--- config.mk ---
export PLATFORM = sky130hd
export DESIGN_NAME = load_store_unit
export DESIGN_NICKNAME = d
export VERILOG_FILES = /design/src/rtl/load_store_unit.sv
export SDC_FILE = /design/constraint.sdc
export NUM_CORES = 1
export LEC_CHECK = 0
export ABC_AREA = 1
export BUFFER_PORTS_ARGS = -buffer_cell sky130_fd_sc_hd__clkbuf_2
export CAP_MARGIN = 0
export CORE_MARGIN = 4
export CORE_UTILIZATION = 50
export DETAILED_ROUTE_END_ITERATION = 10
export MAX_ROUTING_LAYER = met4
export PLACE_DENSITY = 0.72
export SYNTH_ARGS = -nofsm -noshare
export SYNTH_HDL_FRONTEND = slang
export SYNTH_SLANG_ARGS = --single-unit
--- constraint.sdc ---
create_clock -name i_Clock -period 11 [get_ports i_Clock]
set_input_delay 0.55 -clock i_Clock [delete_from_list [all_inputs] [get_ports i_Clock]]
set_output_delay 0.55 -clock i_Clock [all_outputs]
set_load 0.1 [all_outputs]
--- src/rtl/load_store_unit.sv ---
// Byte-serial load/store initiator for a byte-wide synchronous data memory.
// Define LSU_MISALIGN_TRAP_EN to trap unaligned HALF/WORD accesses instead of splitting them.

module load_store_unit #(
  parameter int unsigned XLEN         = 32,
  parameter int unsigned LS_SEL_WIDTH = 3
) (
  input  logic                  i_Clock,
  input  logic                  i_Reset,
  input  logic                  i_Req_Valid,
  output logic                  o_Req_Ready,
  input  logic [LS_SEL_WIDTH:0] i_Load_Store_Type,
  input  logic [XLEN-1:0]       i_Addr,
  input  logic [XLEN-1:0]       i_Data,
  output logic                  o_Resp_Valid,
  output logic [XLEN-1:0]       o_Resp_Data,
  output logic                  o_Resp_Error,
  output logic [XLEN-1:0]       o_Mem_Addr,
  output logic [7:0]            o_Mem_Data,
  output logic                  o_Mem_Write_Enable,
  input  logic [7:0]            i_Mem_Data
);

  typedef logic [LS_SEL_WIDTH:0] ls_type_t;

  // Bit 3 selects store, bit 2 selects unsigned, bits 1:0 give the size.
  localparam ls_type_t LS_TYPE_LOAD_BYTE          = ls_type_t'(0);
  localparam ls_type_t LS_TYPE_LOAD_HALF          = ls_type_t'(1);
  localparam ls_type_t LS_TYPE_LOAD_WORD          = ls_type_t'(2);
  localparam ls_type_t LS_TYPE_LOAD_BYTE_UNSIGNED = ls_type_t'(4);
  localparam ls_type_t LS_TYPE_LOAD_HALF_UNSIGNED = ls_type_t'(5);
  localparam ls_type_t LS_TYPE_STORE_BYTE         = ls_type_t'(8);
  localparam ls_type_t LS_TYPE_STORE_HALF         = ls_type_t'(9);
  localparam ls_type_t LS_TYPE_STORE_WORD         = ls_type_t'(10);

  typedef enum logic [1:0] {StIdle, StXfer, StDrain, StDone} state_e;

  // Zero marks an unrecognised type.
  function automatic logic [2:0] beat_count(input ls_type_t t);
    logic [2:0] n;
    case (t)
      LS_TYPE_LOAD_BYTE, LS_TYPE_LOAD_BYTE_UNSIGNED, LS_TYPE_STORE_BYTE: n = 3'd1;
      LS_TYPE_LOAD_HALF, LS_TYPE_LOAD_HALF_UNSIGNED, LS_TYPE_STORE_HALF: n = 3'd2;
      LS_TYPE_LOAD_WORD, LS_TYPE_STORE_WORD:                            n = 3'd4;
      default:                                                          n = 3'd0;
    endcase
    return n;
  endfunction

  function automatic logic is_store(input ls_type_t t);
    return (t == LS_TYPE_STORE_BYTE) || (t == LS_TYPE_STORE_HALF) || (t == LS_TYPE_STORE_WORD);
  endfunction

  function automatic logic is_unsigned(input ls_type_t t);
    return (t == LS_TYPE_LOAD_BYTE_UNSIGNED) || (t == LS_TYPE_LOAD_HALF_UNSIGNED);
  endfunction

  function automatic logic [XLEN-1:0] extend(input logic [XLEN-1:0] raw, input ls_type_t t);
    logic [XLEN-1:0] r;
    logic            fill;
    r = raw;
    case (beat_count(t))
      3'd1: begin
        fill = ~is_unsigned(t) & raw[7];
        r    = {{(XLEN-8){fill}}, raw[7:0]};
      end
      3'd2: begin
        fill = ~is_unsigned(t) & raw[15];
        r    = {{(XLEN-16){fill}}, raw[15:0]};
      end
      default: r = raw;
    endcase
    return r;
  endfunction

`ifdef LSU_MISALIGN_TRAP_EN
  function automatic logic misaligned(input ls_type_t t, input logic [1:0] a);
    return ((beat_count(t) == 3'd2) && a[0]) || ((beat_count(t) == 3'd4) && (a != 2'b00));
  endfunction
`endif

  state_e          state_q, state_d;
  ls_type_t        type_q;
  logic [XLEN-1:0] addr_q;
  logic [XLEN-1:0] data_q;
  logic [1:0]      count_q, count_d;
  logic [XLEN-1:0] lanes_q, lanes_d;
  logic [XLEN-1:0] resp_data_q, resp_data_d;
`ifdef LSU_MISALIGN_TRAP_EN
  logic            resp_err_q, resp_err_d;
`endif

  logic [2:0]      beats;
  logic            last_beat;
  logic [1:0]      final_lane;
  logic [XLEN-1:0] load_full;

  assign beats      = beat_count(type_q);
  assign last_beat  = ({1'b0, count_q} == (beats - 3'd1));
  assign final_lane = 2'(beats - 3'd1);

  // The last byte is still on the bus in DRAIN, so merge it straight into the result.
  always_comb begin
    load_full                       = lanes_q;
    load_full[8*final_lane +: 8]    = i_Mem_Data;
  end

  always_comb begin
    state_d     = state_q;
    count_d     = count_q;
    lanes_d     = lanes_q;
    resp_data_d = resp_data_q;
`ifdef LSU_MISALIGN_TRAP_EN
    resp_err_d  = resp_err_q;
`endif
    unique case (state_q)
      StIdle: begin
        if (i_Req_Valid) begin
          count_d = '0;
          lanes_d = '0;
          state_d = StXfer;
          if (beat_count(i_Load_Store_Type) == 3'd0) begin
            state_d     = StDone;
            resp_data_d = '0;
          end
`ifdef LSU_MISALIGN_TRAP_EN
          resp_err_d = 1'b0;
          if (misaligned(i_Load_Store_Type, i_Addr[1:0])) begin
            state_d     = StDone;
            resp_data_d = '0;
            resp_err_d  = 1'b1;
          end
`endif
        end
      end
      StXfer: begin
        // Read data lags the address by one cycle: beat k returns byte k-1.
        if (!is_store(type_q) && (count_q != 2'd0)) begin
          lanes_d[8*(count_q-2'd1) +: 8] = i_Mem_Data;
        end
        if (last_beat) begin
          if (is_store(type_q)) begin
            state_d     = StDone;
            resp_data_d = '0;
          end else begin
            state_d = StDrain;
          end
        end else begin
          count_d = count_q + 2'd1;
        end
      end
      StDrain: begin
        lanes_d     = load_full;
        resp_data_d = extend(load_full, type_q);
        state_d     = StDone;
      end
      StDone:  state_d = StIdle;
      default: state_d = StIdle;
    endcase
  end

  always_ff @(posedge i_Clock or posedge i_Reset) begin
    if (i_Reset) begin
      state_q     <= StIdle;
      type_q      <= '0;
      addr_q      <= '0;
      data_q      <= '0;
      count_q     <= '0;
      lanes_q     <= '0;
      resp_data_q <= '0;
`ifdef LSU_MISALIGN_TRAP_EN
      resp_err_q  <= 1'b0;
`endif
    end else begin
      state_q     <= state_d;
      count_q     <= count_d;
      lanes_q     <= lanes_d;
      resp_data_q <= resp_data_d;
`ifdef LSU_MISALIGN_TRAP_EN
      resp_err_q  <= resp_err_d;
`endif
      if ((state_q == StIdle) && i_Req_Valid) begin
        type_q <= i_Load_Store_Type;
        addr_q <= i_Addr;
        data_q <= i_Data;
      end
    end
  end

  always_comb begin
    o_Req_Ready        = (state_q == StIdle);
    o_Resp_Valid       = (state_q == StDone);
    o_Resp_Data        = resp_data_q;
    o_Mem_Write_Enable = 1'b0;
    o_Mem_Addr         = '0;
    o_Mem_Data         = '0;
    if (state_q == StXfer) begin
      o_Mem_Addr = addr_q + XLEN'(count_q);
      if (is_store(type_q)) begin
        o_Mem_Write_Enable = 1'b1;
        o_Mem_Data         = data_q[8*count_q +: 8];
      end
    end
  end

`ifdef LSU_MISALIGN_TRAP_EN
  assign o_Resp_Error = resp_err_q;
`else
  assign o_Resp_Error = 1'b0;
`endif

endmodule

Word level (Yosys, flattened, before mapping). Memories as Yosys holds them, arrays and structs flattened. Index checks and enable logic that the tools add are counted.

Logic and storage cells: 83. Output and inout port bits: 76. Register bits after elaboration: 136. Bits in read-only memories: 144. Memories kept: 3. RAM bits: 0. Input bits: 79. Latch bits: 0.

Memory list: (name not given) (words 16, bits a word 3, read ports 1, clocked after memory_dff 0, write ports 0, line 41) `case (t)`; (name not given) (words 16, bits a word 3, read ports 1, clocked after memory_dff 0, write ports 0, line 41); (name not given) (words 16, bits a word 3, read ports 1, clocked after memory_dff 0, write ports 0, line 41).

Shift-type cells: 5. Add/sub/neg operators: 6. Muxes and demuxes: 27. Bitwise operators: 3. Eq/ne operators: 17. Multiply operators: 0. $lt $le $gt $ge: 0. Reduce and logical (&&, ||, !) cells: 15. Div/mod/pow operators: 0.

Operator list (number): $mux 32 (7); $pmux 32 s3 (2); $shift 8x34->32 const A (2); $shiftx 8x34->32 (2); $bwmux 32 (2); $pmux 32 s2 (1); $neg 32->34 (1); $neg 5->34 (1); $add 32x2->32 (1); $shiftx 32x6->8 (1); $mux 8 (2); $eq 4x4->1 const B (3); $mux 2 (5); $ne 2x2->1 const B (5); $mux 3 (3); $eq 4x3->1 const B (2); $pmux 2 s4 (1); $reduce_and 3->1 (2); $reduce_and 5->1 (1); $eq 2x2->1 const B (2); $pmux 2 s2 (1); $reduce_bool 2->1 (2); $eq 2x3->1 (1); $eq 3x1->1 const B (1); other kinds (16) (22).

Longest topological paths before layout. Gate-level depths: netlist of the first run. An unclocked memory read counts as a cell.

Word-level depth: 8. Gate-level depth with buffers: 15. Gate-level depth less buffers: 13.

Worst setup path after synthesis of the first run. OpenSTA, ideal clock, no wires.

Path kind: flip-flop to output port. Start: register state_q[1]. End: output port o_Mem_Addr[3]. Required time: 10.450 ns. Stages on the path, launching flop included: 7. Buffers on the path: 2. Slack: 7.274 ns. Arrival: 3.176 ns. Cell sequence: dfrtp_1 inv_1 ha_1 buf_2 inv_1 buf_1 nor3_1.

Word-level cells in the longest chain between the ends: 2.

Ends and longest elaborated chain: start, declared (line 82) `state_e state_q, state_d;`; start signal, assigned (line 164) `state_q <= StIdle;`; start signal, assigned (line 175) `state_q <= state_d;`; $eq 2x1->1 (line 197) `if (state_q == StXfer) begin`; $mux 32 (line 197); end, declared (line 18) `output logic [XLEN-1:0] o_Mem_Addr,`.

Every way passes these cells.

Worst setup path in the final report of the first run.
Start: register count_q[1]. End: output port o_Mem_Addr[25].

Word-level cells in the longest chain between the ends: 2.

Ends and longest elaborated chain: start, declared (line 86) `logic [1:0] count_q, count_d;`; start signal, assigned (line 176) `count_q <= count_d;`; $add 32x2->32 (line 198) `o_Mem_Addr = addr_q + XLEN'(count_q);`; $mux 32 (line 197).

Every way passes these cells.

==> flow_metrics.env, run 1 <==
export IMPL_share_comb_of_total_power_pct=59.4
export IMPL_clkPwrFrac_pct=17.3
export IMPL_groute_usage_overall_pct=26.1
export IMPL_port_buffers=153
export IMPL_grt_antenna_before_repair=0
export IMPL_max_freq_ghz=0.270
export IMPL_net_count_synth=1275
export IMPL_clock_tree_buffer_depth=2
export IMPL_utilization_pct=59.7
export IMPL_totalWireLength_um=23300
export IMPL_hold_path_class="input port to asynchronous set/reset pin"
export IMPL_period_minus_slack_ps=3700
export IMPL_syn2layout_area_growth_pct=17.6
export IMPL_synth_yosys_seq_area_share_pct=40.5
export IMPL_antennaDiodeCount=0
export IMPL_worst_endpoint_required_ps=10450
export IMPL_post_route_period_util_pct=33.6
export IMPL_cp_end_kind="output port"
export IMPL_ys_seq_elements=136
export IMPL_irDropWorstVdd_mv=0.234
export IMPL_slew_viol_final=0
export IMPL_internal_power_mw=1.51
export IMPL_status="finished, final reports clean"
export IMPL_crit_fanout=23
export IMPL_power_density_mw_per_mm2=351
export IMPL_crit_type="flip-flop to output port"
export IMPL_synth_avg_cell_area_um2=7.13
export IMPL_startpoint_type="flip-flop"
export IMPL_startpoint_of_the_worst_slack_reg_to_reg_timing_path="type_q[1]"
export IMPL_drt_vias_per_instance=5.33
export IMPL_syn_area_mm2=0.00839
export IMPL_number_of_global_route_vias_before_repair=7757
export IMPL_fillerInstances=1555
export IMPL_post_cts_hold_buffer_count=0
export IMPL_p_leak_nw=5.12
export IMPL_net_sw_share_pct=56.6
export IMPL_post_cts_resized_instances=0
export IMPL_die_area_mm2=0.0189
export IMPL_yosys_cell_types_count=38
export IMPL_post_dp_hpwl_um=16300
export IMPL_finalWeightedCongestion=0.938
export IMPL_placement_rows=47
export IMPL_final_layout_size_suffix_gt1_share_pct=17.9
export IMPL_timing_worst_slew_pin_value_ps=951
export IMPL_clk_insertion_delay_late_ps=430
export IMPL_clk_transition_reported_paths_ps=60
export IMPL_initial_detailed_routing_violation_count=774
export IMPL_core_area_mm2=0.0165
export IMPL_final_cell_area_mm2=0.00987
export IMPL_net_switching_power_mw=1.96
export IMPL_cp_data_arrival_time_ps=3150
export IMPL_h_tree_depth=4
export IMPL_detailroute_via_count=8172
export IMPL_cts_root_buffer_cell="sky130_fd_sc_hd__clkbuf_16"
export IMPL_final_antenna_net_count=0
export IMPL_io_pin_count=155
export IMPL_reg2reg_setup_slack_ps=8120
export IMPL_report_final_setup_viol=0
export IMPL_largest_net_degree_at_the_start_of_global_routing=75
export IMPL_tritoncts="done"
export IMPL_drc_errors=0
export IMPL_slew_limit_headroom_pct=36.6
export IMPL_detail_route_first_pass_iterations=8
export IMPL_global_route_overflow_total=0
export IMPL_maxCapViolCount=0
export IMPL_fin_setup_tns_ps=0
export IMPL_finalHoldViolations=0
export IMPL_floorplan_initialDensity_pct=50.8
export IMPL_cell_area_reported_after_detailed_placement_mm2=0.00925
export IMPL_worst_clock_skew_ps=7.43
export IMPL_cts_repair_timing_setup_buffer_count=0
export IMPL_cts_buffers_inserted=17
export IMPL_synth_yosys_warnings=0
export IMPL_nNetsFinal=1400
export IMPL_die_w_um=138
export IMPL_crit_path_start="count_q[1]"
export IMPL_grt_pass1_wl_um=38000
export IMPL_share_seq_of_total_power_pct=23.3
export IMPL_synthesized_netlist_cell_count=1177
export IMPL_floorplan_die_height_um=138
export IMPL_grt_setup_unrepaired="no"
export IMPL_detail_route_wl_per_cell_um=15.2
export IMPL_cts_sinks=136
-- worst max-delay path, stage by stage, from the launching register on --
cell and delay [ps]:
sky130_fd_sc_hd__dfrtp_1 870, sky130_fd_sc_hd__ha_1 280, sky130_fd_sc_hd__inv_1 40, sky130_fd_sc_hd__nand2_1 50, sky130_fd_sc_hd__nand2_1 100, sky130_fd_sc_hd__inv_1 90, sky130_fd_sc_hd__nand2_1 110, sky130_fd_sc_hd__nor2_1 320
sky130_fd_sc_hd__nand2_1 150, sky130_fd_sc_hd__xor2_1 160, sky130_fd_sc_hd__nor2_1 90, sky130_fd_sc_hd__clkbuf_2 460
-- synth_stat cells --
cell type                  number  area, um2
sky130_fd_sc_hd__nor2_2         5       31.3
sky130_fd_sc_hd__conb_1         1       3.75
sky130_fd_sc_hd__a21o_1         1       7.51
sky130_fd_sc_hd__o21ai_0       94        470
sky130_fd_sc_hd__clkinv_1       3       11.3
sky130_fd_sc_hd__nand3_2        2       20.0
sky130_fd_sc_hd__nand3_1       50        250
sky130_fd_sc_hd__o211ai_1       8       60.1
sky130_fd_sc_hd__buf_4          2       15.0
sky130_fd_sc_hd__buf_2         18       90.1
sky130_fd_sc_hd__inv_1        107        402
sky130_fd_sc_hd__o21ai_4        1       16.3
sky130_fd_sc_hd__o22ai_1        6       37.5
sky130_fd_sc_hd__nor2_4         1       11.3
sky130_fd_sc_hd__dfrtp_1      136       3400
sky130_fd_sc_hd__clkbuf_1      27        101
sky130_fd_sc_hd__xor2_1        15        131
sky130_fd_sc_hd__o21bai_1       1       7.51
sky130_fd_sc_hd__nand3_4        2       35.0
sky130_fd_sc_hd__inv_2          2       7.51
sky130_fd_sc_hd__mux2_2        25        282
sky130_fd_sc_hd__xnor2_1        2       17.5
sky130_fd_sc_hd__nor2_1       121        454
sky130_fd_sc_hd__nor3_1        22        110
sky130_fd_sc_hd__nand2_2        4       25.0
sky130_fd_sc_hd__a21oi_1       73        365
sky130_fd_sc_hd__ha_1          18        225
sky130_fd_sc_hd__buf_1          6       22.5
sky130_fd_sc_hd__nor3b_1        2       15.0
sky130_fd_sc_hd__nand2_1      351       1320
sky130_fd_sc_hd__o21ai_1       36        180
sky130_fd_sc_hd__fa_1           1       20.0
sky130_fd_sc_hd__or2_1          1       6.26
sky130_fd_sc_hd__buf_6          3       33.8
sky130_fd_sc_hd__nand4_1       10       62.6
sky130_fd_sc_hd__a21boi_0      14        105
sky130_fd_sc_hd__a21boi_1       2       15.0
sky130_fd_sc_hd__a31oi_1        4       25.0
-- logic make-up (layout without fill, tap and decap cells) --
kind of cell | Yosys count | count (layout) | share of synthesized area [%]
xor+xnor | 17 | 17 | 1.77
other cells | 1 | 1 | 0.0447
buf+inv | 168 | 305 | 8.14
flops | 136 | 136 | 40.5
mux | 25 | 25 | 3.35
compound gates | 240 | 240 | 15.4
fa+ha+maj | 19 | 19 | 2.92
simple gates | 571 | 571 | 27.9
-- worst paths after layout --
path	depth (start not counted)	end
worst min-delay path	2	addr_q[19]
worst min register to register	2	lanes_q[6]
max in group asynchronous	3	lanes_q[16]
min in group i_Clock	2	data_q[4]
worst max register to register	10	o_Resp_Data[24]
worst max-delay path	11	o_Mem_Addr[25]
-- final cells by class --
class | count | area (um2) | area share (%)
multi-input combinational | 873 | 4320 | 43.7
sequential | 136 | 3400 | 34.5
timing repair buffer | 162 | 833 | 8.44
clock buffer | 24 | 502 | 5.08
inverter | 112 | 425 | 4.31
tap | 220 | 275 | 2.79
clock inverter | 7 | 115 | 1.17
-- registers in the layout, summed over array words and instances, names as in the netlist --
signal	cells
count_q	2
o_Resp_Data	32
addr_q	32
type_q	4
data_q	32
state_q	2
lanes_q	32
-- layer usage --
metal	track usage, %	vias up	part of all wire (%)
met3	5.77	53	8.6
met5	-	-	0
li1	-	4052	-
met1	35.2	3697	45
met2	39.3	370	44
met4	8.81	0	2.4
-- power groups by stage --
stage | registers, mW | logic (mW) | clock network [mW]
floorplan | 0.969 | 1.50 | 0
global placement | 0.808 | 2.03 | 0
detailed placement | 0.812 | 2.04 | 0
CTS | 0.807 | 2.05 | 0.607
global route | 0.830 | 2.24 | 0.626
finish | 0.807 | 2.06 | 0.600
-- stage by stage --
step | hold slack, ps | std cells | power [mW] | setup WS (ps)
finish | 194 | 1534 | 3.47 | 7300
global route | 270 | 1534 | 3.70 | 6980
CTS | 219 | 1534 | 3.46 | 7310
detailed placement | 469 | 1503 | 2.85 | 7790
global placement | 464 | 1503 | 2.84 | 7820
floorplan | 449 | 1177 | 2.47 | 6810
-- cell usage in the layout, fill, tap and decap left out, types with 2 or more instances in the layout --
cell and n:
sky130_fd_sc_hd__o21ai_1 36, sky130_fd_sc_hd__clkbuf_1 2, sky130_fd_sc_hd__o22ai_1 6, sky130_fd_sc_hd__bufinv_16 3, sky130_fd_sc_hd__nand4_1 10, sky130_fd_sc_hd__clkinv_2 2, sky130_fd_sc_hd__clkinv_1 3, sky130_fd_sc_hd__o211ai_1 8
sky130_fd_sc_hd__buf_4 9, sky130_fd_sc_hd__clkinvlp_4 2, sky130_fd_sc_hd__nor2_1 121, sky130_fd_sc_hd__clkbuf_8 5, sky130_fd_sc_hd__xor2_1 15, sky130_fd_sc_hd__inv_2 2, sky130_fd_sc_hd__a21oi_1 73, sky130_fd_sc_hd__clkbuf_2 153
sky130_fd_sc_hd__nand2_2 4, sky130_fd_sc_hd__nor2_2 5, sky130_fd_sc_hd__clkbuf_16 17, sky130_fd_sc_hd__a21boi_0 14, sky130_fd_sc_hd__nand3_2 2, sky130_fd_sc_hd__nor3b_1 2, sky130_fd_sc_hd__a31oi_1 4, sky130_fd_sc_hd__nand3_4 2
sky130_fd_sc_hd__xnor2_1 2, sky130_fd_sc_hd__o21ai_0 94, sky130_fd_sc_hd__dfrtp_1 136, sky130_fd_sc_hd__mux2_2 25, sky130_fd_sc_hd__nor3_1 22, sky130_fd_sc_hd__nand2_1 350, sky130_fd_sc_hd__ha_1 18, sky130_fd_sc_hd__nand3_1 50
sky130_fd_sc_hd__a21boi_1 2, sky130_fd_sc_hd__inv_1 106
No activity file was read; power rests on OpenSTA's default activity.
==> run 2, diff against run 1 <==
==> constraint.sdc (replaced) <==
create_clock -name i_Clock -period 3.9 [get_ports i_Clock]
set_input_delay 0.195 -clock i_Clock [delete_from_list [all_inputs] [get_ports i_Clock]]
set_output_delay 0.195 -clock i_Clock [all_outputs]
set_load 0.1 [all_outputs]
==> flow_metrics.env, run 2 (same netlist as run 1, synthesis figures left out) <==
export IMPL_post_cts_resized_instances=0
export IMPL_finalWeightedCongestion=0.945
export IMPL_clk_insertion_delay_late_ps=430
export IMPL_worst_endpoint_required_ps=3700
export IMPL_crit_type="flip-flop to output port"
export IMPL_max_stage_delay_ps=550
export IMPL_final_antenna_net_count=0
export IMPL_worst_clock_skew_ps=9.70
export IMPL_drc_errors=0
export IMPL_maxCapViolCount=0
export IMPL_post_cts_hold_buffer_count=20
export IMPL_floorplan_initialDensity_pct=50.8
export IMPL_crit_slowest_cell="sky130_fd_sc_hd__dfrtp_1"
export IMPL_cp_data_arrival_time_ps=3000
export IMPL_cts_root_buffer_cell="sky130_fd_sc_hd__clkbuf_16"
export IMPL_port_buffers=153
export IMPL_initial_detailed_routing_violation_count=781
export IMPL_detail_route_wl_per_cell_um=15.1
export IMPL_io_pin_count=155
export IMPL_final_common_cell="sky130_fd_sc_hd__nand2_1"
export IMPL_syn2layout_area_growth_pct=20.0
export IMPL_tritoncts="done"
export IMPL_detail_route_first_pass_iterations=5
export IMPL_report_final_setup_viol=0
export IMPL_dp_cells=1507
export IMPL_global_route_overflow_total=0
export IMPL_timing_worst_slew_pin_value_ps=1020
export IMPL_antennaDiodeCount=0
export IMPL_post_dp_hpwl_um=17000
export IMPL_die_area_mm2=0.0189
export IMPL_cts_buffers_inserted=17
export IMPL_floorplan_die_height_um=138
export IMPL_cp_end_kind="output port"
export IMPL_cts_sinks=136
export IMPL_fin_setup_tns_ps=0
export IMPL_grt_pass1_wl_um=38800
export IMPL_grt_antenna_before_repair=0
export IMPL_finalHoldViolations=0
export IMPL_h_tree_depth=4
export IMPL_detailroute_via_count=8253
export IMPL_layout_cells_non_filler=1559
export IMPL_post_route_period_util_pct=81.8
export IMPL_mostFrequentLayoutCells="sky130_fd_sc_hd__nand2_1, sky130_fd_sc_hd__clkbuf_2, sky130_fd_sc_hd__dfrtp_1, sky130_fd_sc_hd__nor2_1, sky130_fd_sc_hd__inv_1"
export IMPL_slew_viol_final=0
export IMPL_clock_tree_buffer_depth=2
export IMPL_startpoint_type="flip-flop"
export IMPL_final_layout_size_suffix_gt1_share_pct=18.0
export IMPL_hold_path_class="input port to flip-flop"
export IMPL_status="finished, final reports clean"
export IMPL_placement_rows=47
export IMPL_die_w_um=138
export IMPL_totalWireLength_um=23500
export IMPL_grt_setup_unrepaired="no"
export IMPL_slew_limit_headroom_pct=31.7
export IMPL_irDropWorstVdd_mv=0.558
export IMPL_largest_net_degree_at_the_start_of_global_routing=98
export IMPL_p_leak_nw=5.20
export IMPL_groute_usage_overall_pct=26.6
export IMPL_crit_fanout=8
export IMPL_clk_transition_reported_paths_ps=60
export IMPL_core_area_mm2=0.0165
export IMPL_drt_vias_per_instance=5.29
export IMPL_number_of_global_route_vias_before_repair=7863
export IMPL_timing_critical_path_cells="fa_1 > nand3_1 > nor2_1 > nand3_1 > nor2_1 > nand2_1 > a21oi_1 > clkbuf_2"
export IMPL_period_minus_slack_ps=3190
export IMPL_nNetsFinal=1424
export IMPL_max_freq_ghz=0.313
export IMPL_cts_repair_timing_setup_buffer_count=0
export IMPL_utilization_pct=61.0
export IMPL_power_density_mw_per_mm2=965
[run 2: final timing paths]
path | start | endpoint | slack [ps] | cells after the start
min in group asynchronous | i_Reset | addr_q[31] | 460 | 3
setup / recovery | count_q[1] | o_Mem_Addr[22] | 710 | 8
max in group asynchronous | i_Reset | data_q[29] | 2530 | 4
hold reg to reg | lanes_q[1] | lanes_q[1] | 480 | 2
hold / removal | i_Addr[25] | addr_q[25] | 6 | 2
setup reg to reg | type_q[1] | o_Resp_Data[19] | 1090 | 10
[run 2: metal layers]
layer	up-vias	GRT usage [%]	wire length, um
met5	-	-	0
met4	0	8.43	537
met3	43	5.48	1860
met2	344	40.9	10700
met1	3760	35.4	10500
li1	4106	-	-
[run 2: area by class of cell]
class | count | area, um2
inverter | 112 | 425
clock inverter | 13 | 148
clock buffer | 19 | 443
sequential | 136 | 3400
timing repair buffer | 186 | 1060
multi-input combinational | 873 | 4320
fill | 1548 | 6450
tap | 220 | 275
[run 2: stage by stage]
stage | hold WS, ps | total power [mW] | cell area (um2) | worst slack (ps)
finish | 6.01 | 9.72 | 10100 | 709
floorplan | 346 | 6.97 | 8390 | 65.5
global placement | 357 | 8.01 | 9280 | 1220
CTS | 1.39 | 9.73 | 10100 | 751
detailed placement | 367 | 8.08 | 9280 | 1130
global route | 6.94 | 10.4 | 10100 | 588
[run 2: critical path, delay by kind of cell, from the launching register on]
family | cells | cell delay [ps]
buffers and inverters | 1 | 470
DFF | 1 | 550
AOI/OAI and AO/OA | 1 | 170
adders and majority gates | 1 | 290
and+or+nand+nor | 5 | 1080
[run 2: power by group]
part	internal (mW)	switching (mW)	total, mW
Combinational	1.28	4.57	5.85
Sequential	1.92	0.343	2.26
Clock	0.963	0.647	1.61
Total	4.16	5.56	9.72
==> run 3, diff against run 2 <==
--- a/config.mk
+++ b/config.mk
@@ -12,7 +12,7 @@
 export CORE_UTILIZATION = 50
 export DETAILED_ROUTE_END_ITERATION = 10
 export MAX_ROUTING_LAYER = met4
-export PLACE_DENSITY = 0.72
+export PLACE_DENSITY = 0.75
 export SYNTH_ARGS = -nofsm -noshare
 export SYNTH_HDL_FRONTEND = slang
 export SYNTH_SLANG_ARGS = --single-unit
==> constraint.sdc (replaced) <==
create_clock -name i_Clock -period 2.9 [get_ports i_Clock]
set_input_delay 0.145 -clock i_Clock [delete_from_list [all_inputs] [get_ports i_Clock]]
set_output_delay 0.145 -clock i_Clock [all_outputs]
set_load 0.1 [all_outputs]
==> flow_metrics.env, run 3 (same netlist as run 1, synthesis figures left out) <==
export IMPL_maxCapViolCount=0
export IMPL_totalWireLength_um=26000
export IMPL_period_minus_slack_ps=2780
export IMPL_cts_root_buffer_cell="sky130_fd_sc_hd__clkbuf_16"
export IMPL_cp_end_kind="output port"
export IMPL_floorplan_initialDensity_pct=50.8
export IMPL_core_area_mm2=0.0165
export IMPL_number_of_global_route_vias_before_repair=8485
export IMPL_die_area_mm2=0.0189
export IMPL_floorplan_die_height_um=138
export IMPL_dp_cells=1511
export IMPL_report_final_setup_viol=0
export IMPL_grt_pass1_wl_um=42300
export IMPL_global_route_overflow_total=0
export IMPL_startpoint_of_the_worst_slack_reg_to_reg_timing_path="type_q[1]"
export IMPL_cts_buffers_inserted=17
export IMPL_drt_vias_per_instance=5.39
export IMPL_h_tree_depth=4
export IMPL_final_antenna_net_count=0
export IMPL_final_worst_setup_slack_ps=125
export IMPL_cts_sinks=136
export IMPL_reg2reg_setup_slack_ps=430
export IMPL_cts_repair_timing_setup_buffer_count=0
export IMPL_mostFrequentLayoutCells="sky130_fd_sc_hd__nand2_1, sky130_fd_sc_hd__dfrtp_1, sky130_fd_sc_hd__nor2_1, sky130_fd_sc_hd__clkbuf_2, sky130_fd_sc_hd__inv_1"
export IMPL_io_pin_count=155
export IMPL_slew_viol_final=0
export IMPL_detail_route_wl_per_cell_um=16.2
export IMPL_timing_critical_path_cells="ha_1 > fa_1 > nand3_2 > nor2_1 > nand3_2 > nor2_2 > nand2_1 > o21ai_1 > a21oi_2 > buf_12"
export IMPL_hold_path_class="input port to flip-flop"
export IMPL_nNetsFinal=1474
export IMPL_startpoint_type="flip-flop"
export IMPL_post_route_period_util_pct=95.7
export IMPL_syn2layout_area_growth_pct=33.9
export IMPL_min_delay_path_depth=3
export IMPL_drc_errors=0
export IMPL_die_w_um=138
export IMPL_worstRegToRegCells=11
export IMPL_irDropWorstVdd_mv=1.05
export IMPL_grt_setup_unrepaired="yes"
export IMPL_slew_limit_headroom_pct=35.9
export IMPL_clk_transition_reported_paths_ps=60
export IMPL_critical_path_top_cell_by_count="sky130_fd_sc_hd__nand3_2"
export IMPL_min_delay_start="i_Load_Store_Type[3]"
export IMPL_post_dp_hpwl_um=18000
export IMPL_max_stage_delay_ps=450
export IMPL_largest_net_degree_at_the_start_of_global_routing=65
export IMPL_layout_cells_non_filler=1608
export IMPL_finalHoldViolations=0
export IMPL_hold_path_endpoint="type_q[3]"
export IMPL_max_freq_ghz=0.360
export IMPL_antennaDiodeCount=0
export IMPL_placement_rows=47
export IMPL_crit_fanout=9
export IMPL_post_placement_setup_slack_ps=406
export IMPL_clk_insertion_delay_late_ps=430
export IMPL_cp_data_arrival_time_ps=2630
export IMPL_final_layout_size_suffix_gt1_share_pct=18.6
export IMPL_final_common_cell="sky130_fd_sc_hd__nand2_1"
export IMPL_groute_usage_overall_pct=29.1
export IMPL_power_density_mw_per_mm2=1260
export IMPL_clock_tree_buffer_depth=2
export IMPL_tritoncts="done"
export IMPL_worst_clock_skew_ps=12.8
export IMPL_crit_slowest_cell="sky130_fd_sc_hd__dfrtp_2"
export IMPL_finalWeightedCongestion=0.938
export IMPL_detail_route_first_pass_iterations=5
export IMPL_port_buffers=153
export IMPL_worst_r2r_endpoint="o_Resp_Data[23]"
export IMPL_timing_worst_slew_pin_value_ps=960
export IMPL_initial_detailed_routing_violation_count=780
export IMPL_detailroute_via_count=8668
export IMPL_status="finished, final reports clean"
export IMPL_grt_antenna_before_repair=0
export IMPL_crit_type="flip-flop to output port"
export IMPL_worst_endpoint_required_ps=2760
export IMPL_p_leak_nw=5.57
==> run 3: cell types whose count changed in the layout (fill, tap and decap cells not counted), moves of 3 or more <==
cell / previous run / this run
sky130_fd_sc_hd__a21oi_1: 73 / 69
sky130_fd_sc_hd__a21oi_2: 0 / 4
sky130_fd_sc_hd__buf_12: 0 / 43
sky130_fd_sc_hd__clkbuf_2: 153 / 114
sky130_fd_sc_hd__clkinv_4: 4 / 1
sky130_fd_sc_hd__dlygate4sd3_1: 20 / 66
sky130_fd_sc_hd__nor2_1: 121 / 116
sky130_fd_sc_hd__nor2_2: 5 / 10
==> run 3: cell type report <==
cell class              count  area, um2
fillers                  1351       5290
multi-input cells         873       4370
flip-flops and latches    136       3400
repair buffers            236       2190
clock buffers              20        447
inverters                 112        424
well taps                 220        275
clock inverters            11        125
==> run 3: worst max-delay path, delay by kind of cell, from the launching register on <==
family | cells | cell delay [ps]
flip-flops | 1 | 450
adder cells (fa/ha/maj) | 2 | 460
AND/OR/NAND/NOR | 5 | 850
AO/OA/AOI/OAI | 2 | 280
buffers and inverters | 1 | 170
==> run 3: through the flow <==
stage               hold slack (ps)  setup TNS, ps  utilization, %  power (mW)  instance area [um2]
floorplan                       296          -6.14               -        9.42                 8440
global placement                360              0            60.4        11.7                 9990
detailed placement              369              0            60.4        11.8                 9990
CTS                            4.26              0            67.9        14.0                11200
global route                   23.6           -116            68.0        15.0                11200
finish                         11.5              0            68.0        14.1                11200
==> run 3: what timing repair did <==
action / CTS / global route
hold endpoints to repair: 99 / 0
hold buffers: 66 / 0
gates resized for setup: 1 / 5
setup endpoints to repair: 1 / 4
==> run 3: layer usage <==
metal  global-route usage (%)  up-vias  wire length (um)
met5                        -        -                 0
met4                     7.59        0               548
met3                     6.32       56              1990
met2                     47.7      383             12400
met1                     36.9     4021             11000
li1                         -     4208                 -
==> run 3: worst max-delay path by stage <==
stage / endpoint / from / depth (start not counted) / slack, ps
floorplan: o_Mem_Addr[25] / count_q[1] / 10 / -6
global placement: o_Mem_Addr[22] / count_q[0] / 10 / 490
detailed placement: o_Mem_Addr[22] / count_q[0] / 10 / 410
CTS: o_Mem_Addr[22] / count_q[0] / 10 / 40
global route: o_Mem_Addr[22] / count_q[0] / 10 / -60
finish: o_Mem_Addr[22] / count_q[0] / 10 / 120
==> run 3: power breakdown <==
part	switching, mW	internal (mW)
logic	6.44	2.46
registers	0.494	2.58
clock network	0.853	1.28
